[src/rtl/tap_controller_if.sv]
// rtl/tap_controller_if.sv - JTAG pin/scan-control bundle between TAP controller and the chip
interface tap_controller_if #(
  parameter int SEL_W  = 2,
  parameter int NUM_DR = 4
);
  logic              TMS;
  logic              TDI;
  logic [SEL_W-1:0]  sel;
  logic              ir_tdo;
  logic [NUM_DR-1:0] dr_tdo;
  logic              clockdr;
  logic              shiftdr;
  logic              updatedr;
  logic              clockir;
  logic              shiftir;
  logic              updateir;
  logic              bs_en;
  logic              tlr;
  logic              TDO;
  logic              tdo_en;

  modport master (
    output TMS, TDI, sel, ir_tdo, dr_tdo,
    input  clockdr, shiftdr, updatedr, clockir, shiftir, updateir, bs_en, tlr, TDO, tdo_en
  );

  modport slave (
    input  TMS, TDI, sel, ir_tdo, dr_tdo,
    output clockdr, shiftdr, updatedr, clockir, shiftir, updateir, bs_en, tlr, TDO, tdo_en
  );
endinterface

[src/rtl/tap_controller.sv]
// rtl/tap_controller.sv - 16-state JTAG TAP controller with BYPASS register and TDO mux
module tap_controller #(
  parameter int               SEL_W       = 2,
  parameter int               NUM_DR      = 4,
  parameter logic [SEL_W-1:0] EXTEST_CODE = '0,
  parameter logic [SEL_W-1:0] BYPASS_CODE = '1
) (
  input logic             TCK,
  input logic             reset,
  tap_controller_if.slave tap
);

  typedef enum logic [3:0] {
    TLR, RTI, SEL_DR, CAP_DR, SH_DR, EX1_DR, PAU_DR, EX2_DR, UPD_DR,
    SEL_IR, CAP_IR, SH_IR, EX1_IR, PAU_IR, EX2_IR, UPD_IR
  } tap_state_e;

  tap_state_e        state_q, state_d;
  logic              clockdr_q, clockdr_d;
  logic              shiftdr_q, shiftdr_d;
  logic              updatedr_q, updatedr_d;
  logic              clockir_q, clockir_d;
  logic              shiftir_q, shiftir_d;
  logic              updateir_q, updateir_d;
  logic              bs_en_q, bs_en_d;
  logic              tlr_q, tlr_d;
  logic              bypass_q, bypass_d;
  logic              tdo_q, tdo_d;
  logic              tdo_en_q, tdo_en_d;
  logic [NUM_DR-1:0] dr_src;
  logic              is_bypass;

  assign dr_src    = tap.dr_tdo;
  assign is_bypass = (tap.sel == BYPASS_CODE);

  always_ff @(posedge TCK or posedge reset) begin
    if (reset) begin
      state_q    <= TLR;
      clockdr_q  <= 1'b0;
      shiftdr_q  <= 1'b0;
      updatedr_q <= 1'b0;
      clockir_q  <= 1'b0;
      shiftir_q  <= 1'b0;
      updateir_q <= 1'b0;
      bs_en_q    <= 1'b0;
      tlr_q      <= 1'b1;
      bypass_q   <= 1'b0;
      tdo_q      <= 1'b0;
      tdo_en_q   <= 1'b0;
    end else begin
      state_q    <= state_d;
      clockdr_q  <= clockdr_d;
      shiftdr_q  <= shiftdr_d;
      updatedr_q <= updatedr_d;
      clockir_q  <= clockir_d;
      shiftir_q  <= shiftir_d;
      updateir_q <= updateir_d;
      bs_en_q    <= bs_en_d;
      tlr_q      <= tlr_d;
      bypass_q   <= bypass_d;
      tdo_q      <= tdo_d;
      tdo_en_q   <= tdo_en_d;
    end
  end

  always_comb begin
    state_d = state_q;
    case (state_q)
      TLR:     state_d = tap.TMS ? TLR    : RTI;
      RTI:     state_d = tap.TMS ? SEL_DR : RTI;
      SEL_DR:  state_d = tap.TMS ? SEL_IR : CAP_DR;
      CAP_DR:  state_d = tap.TMS ? EX1_DR : SH_DR;
      SH_DR:   state_d = tap.TMS ? EX1_DR : SH_DR;
      EX1_DR:  state_d = tap.TMS ? UPD_DR : PAU_DR;
      PAU_DR:  state_d = tap.TMS ? EX2_DR : PAU_DR;
      EX2_DR:  state_d = tap.TMS ? UPD_DR : SH_DR;
      UPD_DR:  state_d = tap.TMS ? SEL_DR : RTI;
      SEL_IR:  state_d = tap.TMS ? TLR    : CAP_IR;
      CAP_IR:  state_d = tap.TMS ? EX1_IR : SH_IR;
      SH_IR:   state_d = tap.TMS ? EX1_IR : SH_IR;
      EX1_IR:  state_d = tap.TMS ? UPD_IR : PAU_IR;
      PAU_IR:  state_d = tap.TMS ? EX2_IR : PAU_IR;
      EX2_IR:  state_d = tap.TMS ? UPD_IR : SH_IR;
      UPD_IR:  state_d = tap.TMS ? SEL_DR : RTI;
      default: state_d = TLR;
    endcase
  end

  // Controls decode the next state so the registered copies line up with state_q.
  always_comb begin
    clockdr_d  = (state_d == CAP_DR) || (state_d == SH_DR);
    shiftdr_d  = (state_d == SH_DR);
    updatedr_d = (state_d == UPD_DR);
    clockir_d  = (state_d == CAP_IR) || (state_d == SH_IR);
    shiftir_d  = (state_d == SH_IR);
    updateir_d = (state_d == UPD_IR);
    tlr_d      = (state_d == TLR);
    bs_en_d    = (tap.sel == EXTEST_CODE) && (state_d != TLR);
  end

  always_comb begin
    bypass_d = bypass_q;
    tdo_d    = tdo_q;
    tdo_en_d = 1'b0;
    if (is_bypass && (state_q == CAP_DR)) begin
      bypass_d = 1'b0;
    end else if (is_bypass && (state_q == SH_DR)) begin
      bypass_d = tap.TDI;
    end
    if (state_q == SH_IR) begin
      tdo_d    = tap.ir_tdo;
      tdo_en_d = 1'b1;
    end else if (state_q == SH_DR) begin
      tdo_d    = is_bypass ? bypass_q : dr_src[tap.sel];
      tdo_en_d = 1'b1;
    end
  end

  assign tap.clockdr  = clockdr_q;
  assign tap.shiftdr  = shiftdr_q;
  assign tap.updatedr = updatedr_q;
  assign tap.clockir  = clockir_q;
  assign tap.shiftir  = shiftir_q;
  assign tap.updateir = updateir_q;
  assign tap.bs_en    = bs_en_q;
  assign tap.tlr      = tlr_q;
  assign tap.TDO      = tdo_q;
  assign tap.tdo_en   = tdo_en_q;

endmodule

[src/flat_wrapper.sv]
// flat-port wrapper written by rule: the top's interface ports become plain ports
module tap_controller_flat 
#(
  parameter int               SEL_W       = 2,
  parameter int               NUM_DR      = 4,
  parameter logic [SEL_W-1:0] EXTEST_CODE = '0,
  parameter logic [SEL_W-1:0] BYPASS_CODE = '1
)
  (TCK, reset, tap_TMS, tap_TDI, tap_sel, tap_ir_tdo, tap_dr_tdo, tap_clockdr, tap_shiftdr, tap_updatedr, tap_clockir, tap_shiftir, tap_updateir, tap_bs_en, tap_tlr, tap_TDO, tap_tdo_en);
  tap_controller_if #(.SEL_W(SEL_W), .NUM_DR(NUM_DR)) tap_i ();
  input logic TCK;
  input logic reset;
  input wire logic [$bits(tap_i.TMS)-1:0] tap_TMS;
  input wire logic [$bits(tap_i.TDI)-1:0] tap_TDI;
  input wire logic [$bits(tap_i.sel)-1:0] tap_sel;
  input wire logic [$bits(tap_i.ir_tdo)-1:0] tap_ir_tdo;
  input wire logic [$bits(tap_i.dr_tdo)-1:0] tap_dr_tdo;
  output wire logic [$bits(tap_i.clockdr)-1:0] tap_clockdr;
  output wire logic [$bits(tap_i.shiftdr)-1:0] tap_shiftdr;
  output wire logic [$bits(tap_i.updatedr)-1:0] tap_updatedr;
  output wire logic [$bits(tap_i.clockir)-1:0] tap_clockir;
  output wire logic [$bits(tap_i.shiftir)-1:0] tap_shiftir;
  output wire logic [$bits(tap_i.updateir)-1:0] tap_updateir;
  output wire logic [$bits(tap_i.bs_en)-1:0] tap_bs_en;
  output wire logic [$bits(tap_i.tlr)-1:0] tap_tlr;
  output wire logic [$bits(tap_i.TDO)-1:0] tap_TDO;
  output wire logic [$bits(tap_i.tdo_en)-1:0] tap_tdo_en;
  assign tap_i.TMS = tap_TMS;
  assign tap_i.TDI = tap_TDI;
  assign tap_i.sel = tap_sel;
  assign tap_i.ir_tdo = tap_ir_tdo;
  assign tap_i.dr_tdo = tap_dr_tdo;
  assign tap_clockdr = tap_i.clockdr;
  assign tap_shiftdr = tap_i.shiftdr;
  assign tap_updatedr = tap_i.updatedr;
  assign tap_clockir = tap_i.clockir;
  assign tap_shiftir = tap_i.shiftir;
  assign tap_updateir = tap_i.updateir;
  assign tap_bs_en = tap_i.bs_en;
  assign tap_tlr = tap_i.tlr;
  assign tap_TDO = tap_i.TDO;
  assign tap_tdo_en = tap_i.tdo_en;
  tap_controller #(.SEL_W(SEL_W), .NUM_DR(NUM_DR), .EXTEST_CODE(EXTEST_CODE), .BYPASS_CODE(BYPASS_CODE)) u_core (.TCK(TCK), .reset(reset), .tap(tap_i));
endmodule
[config.mk]
export PLATFORM = sky130hd
export DESIGN_NAME = tap_controller_flat
export DESIGN_NICKNAME = d
export VERILOG_FILES = /design/src/rtl/tap_controller_if.sv /design/src/rtl/tap_controller.sv /design/src/flat_wrapper.sv
export SDC_FILE = /design/constraint.sdc
export NUM_CORES = 1
export LEC_CHECK = 0
export BUFFER_PORTS_ARGS = -buffer_cell sky130_fd_sc_hd__buf_2
export CAP_MARGIN = 0
export CORE_MARGIN = 2
export CORE_UTILIZATION = 52
export DETAILED_ROUTE_END_ITERATION = 10
export PLACE_DENSITY = 0.89
export SLEW_MARGIN = 20
export SYNTH_ARGS = -nofsm -noshare
export SYNTH_HDL_FRONTEND = slang
export SYNTH_SLANG_ARGS = --single-unit
export TNS_END_PERCENT = 50
[constraint.sdc]
create_clock -name TCK -period 3 [get_ports TCK]
set_clock_uncertainty 0.05 [all_clocks]
set_input_delay 0.45 -clock TCK [delete_from_list [all_inputs] [get_ports TCK]]
set_output_delay 0.45 -clock TCK [all_outputs]
set_load 0.02 [all_outputs]
After elaboration in Yosys (flattened, before gate mapping)
Index checks and enable logic that the tools add are counted.

Flip-flop bits (word level): 15. Bits of input ports: 11. Logic and storage cells: 71.

Magnitude comparators: 1. Equal/unequal tests: 22. Multiplexer cells: 22. Reduce and logical (&&, ||, !) cells: 14.

Operator list (number): 4-bit equality test, second input constant (12); 4-bit case mux with 12 select lines (1); 4-bit by 3-bit equality test with 1-bit output, second input constant (5); 4-bit 2-to-1 mux (4); 4-bit by 2-bit equality test with 1-bit output, second input constant (3); 1-bit 2-to-1 mux (11); 4-bit logical NOT (2); 2-bit 2-to-1 mux (3); 3-bit 2-to-1 mux (2); 4-bit by 1-bit equality test with 1-bit output, second input constant (1); 2-bit nonzero test (2); 4-bit nonzero test (1); 2-bit OR reduction (2); 1-bit logical AND (3); 2-bit by 3-bit less-than comparator with 1-bit output, second input constant (1); 3-bit OR reduction (1); 1-bit binary-select mux with 2-bit select (1); 2-bit equality test, second input constant (1); 2-bit logical NOT (1); 1-bit logical OR (2).

Logic depth before layout (Yosys ltp)
Gate-level depths: netlist (run 1).

Depth after elaboration: 5. Gate-level depth with buffers: 6.

Worst setup path after synthesis (run 1)
Ideal clock, no wire load.

Path type: input -> register. Start: in tap_TMS. End: reg u_core.shiftdr_q (netlist: u_core.tap.shiftdr). Setup time: 94 ps. Arrival: 1368 ps. Setup slack: 1488 ps. Stages on the path: 5. Path buffers: 1. Path through: buf_4 -> nand2_1 -> a221o_1 -> and3_4 -> nor4b_4.

Longest elaborated chain between the ends: 3. Elaborated cells on any way between the ends: 14. Classes of those cells: eq/ne (1); mux (13).

Ends and longest elaborated chain: from (decl) (line flat_wrapper.sv:13) `input wire logic [$bits(tap_i.TMS)-1:0] tap_TMS;`; 2-bit 2-to-1 mux (tied with other cells); 4-bit case mux with 12 select lines (*) (line tap_controller.sv:68) `case (state_q)`; named net u_core.state_d[0] (line tap_controller.sv:18) `tap_state_e state_q, state_d;`; 4-bit by 3-bit equality test with 1-bit output (*) (line tap_controller.sv:92) `shiftdr_d = (state_d == SH_DR);`; named net u_core.shiftdr_d (line tap_controller.sv:20) `logic shiftdr_q, shiftdr_d;`; to (signal assigned) (line tap_controller.sv:53) `shiftdr_q <= shiftdr_d;`; to (decl) (line tap_controller.sv:20).

Mark *: on every way through the listed nets, which the timed path passes. The rest lies on a longest branch. A chain may end at the register's enable or synchronous reset.

Final worst setup path (run 1)
Start: reg u_core.state_q[3]. End: reg u_core.shiftdr_q (netlist: u_core.tap.shiftdr).

Longest elaborated chain between the ends: 4. Elaborated cells on any way between the ends: 21. Classes of those cells: eq/ne (16); mux (1); reduce/logical (4).

Ends and longest elaborated chain: from (decl) (line tap_controller.sv:18); from (signal assigned) (line tap_controller.sv:51) `state_q <= state_d;`; 4-bit by 1-bit equality test with 1-bit output (tied with other cells) (line tap_controller.sv:68); 3-bit OR reduction (no line) / 2-bit OR reduction (equally long branches); 4-bit case mux with 12 select lines (*) (line tap_controller.sv:68); named net u_core.state_d[0] (line tap_controller.sv:18); 4-bit by 3-bit equality test with 1-bit output (*) (line tap_controller.sv:92); named net u_core.shiftdr_d (line tap_controller.sv:20).

Marks and branches as above.

==> results.sh, run 1 <==
export IMPL_multiInputGateArea_um2=380
export IMPL_status="completed"
export IMPL_synth_edf_count=0
export IMPL_async_reset_ff_frac=1.00
export IMPL_fin_ws_ps=1370
export IMPL_rsz0062_at_grt="no"
export IMPL_slew_headroom=0.643
export IMPL_whs_ps=137
export IMPL_fillers=127
export IMPL_insertion_delay_ps=280
export IMPL_cts_setup_buffers=0
export IMPL_die_w_um=43.6
export IMPL_cts_tree="built"
export IMPL_slew_viol_final=0
export IMPL_dp_hpwl_um=1060
export IMPL_fin_nets=108
export IMPL_utilization=0.616
export IMPL_synth_area_per_cell_um2=10.4
export IMPL_syn_to_final_growth_pct=12.6
export IMPL_crit_chain="nand2_1 > a221o_1 > and3_4 > nor4b_4"
export IMPL_synthXorXnorAreaFrac=0.0215
export IMPL_cts_sinks=15
export IMPL_worstMarginPinSlew_ps=536
export IMPL_finalCritPeriodShare=0.542
export IMPL_cp_start_kind="flip-flop"
export IMPL_arrival_ps=1770
export IMPL_largest_register_ffs=4
export IMPL_totalWireLength_um=1400
export IMPL_antenna_found_initial=0
export IMPL_placed_area_um2=891
export IMPL_cts_root_buffer="clkbuf_4"
export IMPL_grt_max_degree=16
export IMPL_yosys_warnings=0
export IMPL_drv_cap=0
export IMPL_critPathKind="reg -> reg"
export IMPL_setup_tns_ps=0
export IMPL_antenna_cells=0
export IMPL_placed_cells=108
export IMPL_firstDrtPassIters=4
export IMPL_synth_area_leaders="dfrtp_1 (43%), dfstp_2 (3.2%), a21oi_1 (3.1%)"
export IMPL_synth_top_cell_area_share=0.430
export IMPL_register_area_um2=377
export IMPL_synth_distinct_cells=39
export IMPL_numCtsBuffers=3
export IMPL_slowest_delay_ps=570
export IMPL_place_congestion=0.894
export IMPL_drive_gt1_frac=0.313
export IMPL_p_leak_nw=0.458
export IMPL_rows=14
export IMPL_fmax_ghz=0.615
export IMPL_cp_slowest_cell="dfrtp_1"
export IMPL_grt_use_total=0.179
export IMPL_grt_ovfl_total=0
export IMPL_cts_htree_levels=1
export IMPL_setup_viol=0
export IMPL_pre_cts_ws_ps=1330
export IMPL_postSynthCellCount=78
export IMPL_grt_pass1_wl_um=2450
export IMPL_num_vias=619
export IMPL_synth_largest_area_cell="dfrtp_1"
export IMPL_ys_seq_area_frac=0.462
export IMPL_ctsHoldBuffers=0
export IMPL_ant_nets=0
export IMPL_fin_cells=112
export IMPL_ir_drop_uv=634
export IMPL_crit_fanout=13
export IMPL_wl_per_cell_um=12.5
export IMPL_post_cts_resized=0
export IMPL_synth_top_family_by_area="simple AND/OR/NAND/NOR gates"
export IMPL_synth_mux_area_frac=0.0399
export IMPL_io_pins=21
export IMPL_cts_buffer_depth=2
export IMPL_ys_ff_latch=15
export IMPL_via_per_inst=5.53
export IMPL_pwr_density_cell_mw_per_mm2=1040
export IMPL_core_area_mm2=0.00149
export IMPL_crit_required_ps=3140
export IMPL_drc=0
export IMPL_syn_cell_area_um2=815
export IMPL_min_period_ps=1630
export IMPL_synth_fa_ha_area_frac=0
export IMPL_synth_compound_area_frac=0.140
export IMPL_synthesis_nets=89
export IMPL_power_mw=0.952
export IMPL_endpoint_kind="flip-flop"
export IMPL_portBuffers=19
export IMPL_finish_instance_area_um2=917
export IMPL_die_area_mm2=0.00190
export IMPL_finalHoldViolCount=0
export IMPL_die_y_um=43.6
export IMPL_grt_pass1_vias=577
export IMPL_synthFlopType="dfrtp_1"
export IMPL_clk_pin_slew_worst_paths_ps=90
export IMPL_hp_class="in -> async"
export IMPL_synth_simple_gate_area_frac=0.266
export IMPL_initial_core_util=0.547
export IMPL_regMostFlops="u_core.state_q"
export IMPL_drtIter0Drc=4
[path summary, 6_finish.rpt]
path | start | to | slack [ps] | depth (start not counted)
setup reg to reg | u_core.state_q[3] | u_core.tap.shiftdr | 1370 | 4
hold reg to reg | u_core.bypass_q | u_core.bypass_q | 470 | 2
setup / recovery | u_core.state_q[3] | u_core.tap.shiftdr | 1370 | 4
hold / removal | reset | u_core.tap.clockir | 140 | 2
max in group asynchronous | reset | u_core.tap.tlr | 2400 | 2
min in group TCK | tap_sel[1] | u_core.tap.bs_en | 310 | 2
[area by class of cell]
| class | count | area share |
|---|---|---|
| Tap cell | 16 | 0.0218 |
| Inverter | 5 | 0.0205 |
| Multi-Input combinational cell | 53 | 0.415 |
| Sequential cell | 15 | 0.411 |
| Timing Repair Buffer | 19 | 0.104 |
| Clock buffer | 4 | 0.0286 |
[cell usage in the layout (no fill, tap or decap), types with 2 or more instances in the layout]
| cell | synthesis | layout |
|---|---|---|
| inv_1 | 4 | 4 |
| nor3b_1 | 2 | 2 |
| o22ai_1 | 2 | 2 |
| clkbuf_4 | 0 | 3 |
| nand2_1 | 5 | 5 |
| a21oi_1 | 5 | 5 |
| nand3_1 | 4 | 4 |
| nor3_1 | 3 | 3 |
| nor2_1 | 4 | 4 |
| or2b_1 | 2 | 2 |
| dfrtp_1 | 14 | 14 |
| nand3b_1 | 2 | 2 |
| buf_2 | 1 | 19 |
| a211o_1 | 2 | 2 |
[cell families after synthesis]
kind of cell    count (synthesis)
compound gates                 16
xor+xnor                        2
buf+inv                        10
flops                          15
mux                             2
simple gates                   33
[cells in the mapped netlist, types with 2 or more instances]
| cell type | instances |
|---|---|
| nor3b_1 | 2 |
| a21oi_1 | 5 |
| o22ai_1 | 2 |
| nand3_1 | 4 |
| or2b_1 | 2 |
| nand3b_1 | 2 |
| nand2_1 | 5 |
| nor2_1 | 4 |
| a211o_1 | 2 |
| dfrtp_1 | 14 |
| nor3_1 | 3 |
| buf_4 | 3 |
| inv_1 | 4 |
[worst max-delay path: cells and delay by family (launching register included)]
| kind | cells | cell delay (ps) |
|---|---|---|
| AOI/OAI and AO/OA | 1 | 370 |
| DFF | 1 | 570 |
| and+or+nand+nor | 3 | 560 |
[per-layer routing]
layer | vias to the layer above | track usage | wire [um]
met5 | - | 0 | 0
met4 | 0 | 0.133 | 55
met3 | 5 | 0.0250 | 77
met2 | 21 | 0.297 | 683
met1 | 279 | 0.207 | 581
li1 | 314 | - | -
[report_power, final]
group,switching [mW],internal [mW]
sequential,0.105,0.278
clock,0.0622,0.0517
combinational,0.246,0.209
Note: power is estimated with default switching activity, not from simulation.
==> run 2, diff against run 1 <==
- CORE_UTILIZATION: 52 -> 50
- PLACE_DENSITY: 0.89 -> 0.86
- clock period: 3 -> 1.6 ns (I/O delays scaled with it)
==> run 2 against run 1 <==
  * Worst hold slack got worse by 19 ps
  * Routed wire length increased by 21%
  * Die area increased by 3.6%
  * Non-clock buffer count increased by 9
  * Largest cell class is now registers
==> results.sh, run 2 (same netlist as run 1, synthesis figures left out) <==
export IMPL_status="completed"
export IMPL_num_vias=683
export IMPL_pre_cts_ws_ps=-8.07
export IMPL_cts_root_buffer="clkbuf_4"
export IMPL_numCtsBuffers=3
export IMPL_grt_pass1_wl_um=2510
export IMPL_hp_class="in -> reg"
export IMPL_setup_viol=0
export IMPL_core_area_mm2=0.00152
export IMPL_cts_buffer_depth=2
export IMPL_cts_htree_levels=1
export IMPL_regMostFlops="u_core.state_q"
export IMPL_fin_ws_ps=93.9
export IMPL_die_w_um=44.4
export IMPL_grt_ovfl_total=0
export IMPL_arrival_ps=1650
export IMPL_crit_required_ps=1740
export IMPL_totalWireLength_um=1690
export IMPL_critPathKind="reg -> reg"
export IMPL_drc=0
export IMPL_die_y_um=44.4
export IMPL_final_cell_mix="buf_2 (19), dfrtp_1 (10), buf_4 (8)"
export IMPL_slew_viol_final=0
export IMPL_cp_start_kind="flip-flop"
export IMPL_worstMarginPinSlew_ps=520
export IMPL_endpoint_kind="flip-flop"
export IMPL_pwr_density_cell_mw_per_mm2=2000
export IMPL_place_congestion=0.910
export IMPL_cts_sinks=15
export IMPL_largest_register_ffs=4
export IMPL_antenna_cells=0
export IMPL_antenna_found_initial=0
export IMPL_grt_use_total=0.179
export IMPL_drv_cap=0
export IMPL_drive_gt1_frac=0.410
export IMPL_crit_fanout=6
export IMPL_initial_core_util=0.534
export IMPL_multiInputGateArea_um2=380
export IMPL_rows=14
export IMPL_cts_tree="built"
export IMPL_finalCritPeriodShare=0.941
export IMPL_min_period_ps=1510
export IMPL_fmax_ghz=0.664
export IMPL_ant_nets=0
export IMPL_slew_headroom=0.653
export IMPL_clk_pin_slew_worst_paths_ps=80
export IMPL_fin_nets=117
export IMPL_whs_ps=118
export IMPL_fillers=113
export IMPL_grt_pass1_vias=591
export IMPL_insertion_delay_ps=280
export IMPL_rsz0062_at_grt="no"
export IMPL_io_pins=21
export IMPL_utilization=0.651
export IMPL_wl_per_cell_um=13.9
export IMPL_drtIter0Drc=14
export IMPL_firstDrtPassIters=4
export IMPL_portBuffers=19
export IMPL_p_leak_nw=0.501
export IMPL_finalHoldViolCount=0
export IMPL_via_per_inst=5.64
export IMPL_mostFrequentLayoutCell="buf_2"
export IMPL_ir_drop_uv=1200
export IMPL_dp_hpwl_um=1170
export IMPL_syn_to_final_growth_pct=21.8
export IMPL_die_area_mm2=0.00197
export IMPL_register_area_um2=382
export IMPL_grt_max_degree=16
==> run 2: cell types whose count changed in the layout (fill, tap and decap cells not counted), sizes merged <==
cell,before,now
buf,19,27
clkinv,1,0
dlygate4sd3,0,1
inv,4,5
==> run 2: area by class of cell <==
cell class	instances	area share
Timing Repair Buffer	28	0.166
Inverter	5	0.0189
Clock buffer	4	0.0265
Multi-Input combinational cell	53	0.383
Sequential cell	15	0.385
Tap cell	16	0.0202
==> run 2: worst paths after layout <==
kind                                         from                  to  slack (ps)  cells past startpoint
worst max-delay path            u_core.state_q[3]  u_core.tap.shiftdr          90                      5
worst min-delay path                   tap_sel[1]    u_core.tap.bs_en         120                      2
worst max register to register  u_core.state_q[3]  u_core.tap.shiftdr          90                      5
worst min register to register    u_core.bypass_q     u_core.bypass_q         470                      2
max in group asynchronous                   reset   u_core.state_q[2]         640                      3
min in group asynchronous                   reset     u_core.bypass_q         480                      3
==> run 2: report_power, final <==
group	switching (mW)	internal, mW	leakage [nW]
Clock	0.111	0.0969	0.0150
Sequential	0.141	0.533	0.190
Combinational	0.594	0.505	0.296
==> run 2: metrics by stage <==
stage	std cells	cell area (um2)	power, mW	TNS, ps
after floorplan	78	815	1.44	0
after global placement	111	913	1.60	0
after detailed placement	111	913	1.64	-8.07
after CTS	116	951	1.86	0
after global routing	121	992	2.12	0
final	121	992	1.98	0
==> run 2: critical path, cell delays in order, from the launching register on <==
cell and delay [ps]:
dfrtp_2 450, or2_1 280, a21oi_1 200, a211o_1 190, inv_2 60, nor4b_4 190
==> run 2: what timing repair did <==
action / CTS / global route
setup buffers: 0 / 5
gates cloned: 0 / 0
hold endpoints to repair: 14 / 0
endpoints found under the setup margin: 1 / 3
gates resized for setup: 1 / 4
hold buffers: 1 / 0
pin swaps: 0 / 1
==> run 2: routing by layer <==
metal  vias up  GRT usage  wire, um
met4         0     0.0667        31
met3         6     0.0735       119
met1       318      0.212       684
li1        332          -         -
met2        27      0.291       851
met5         -          0         0
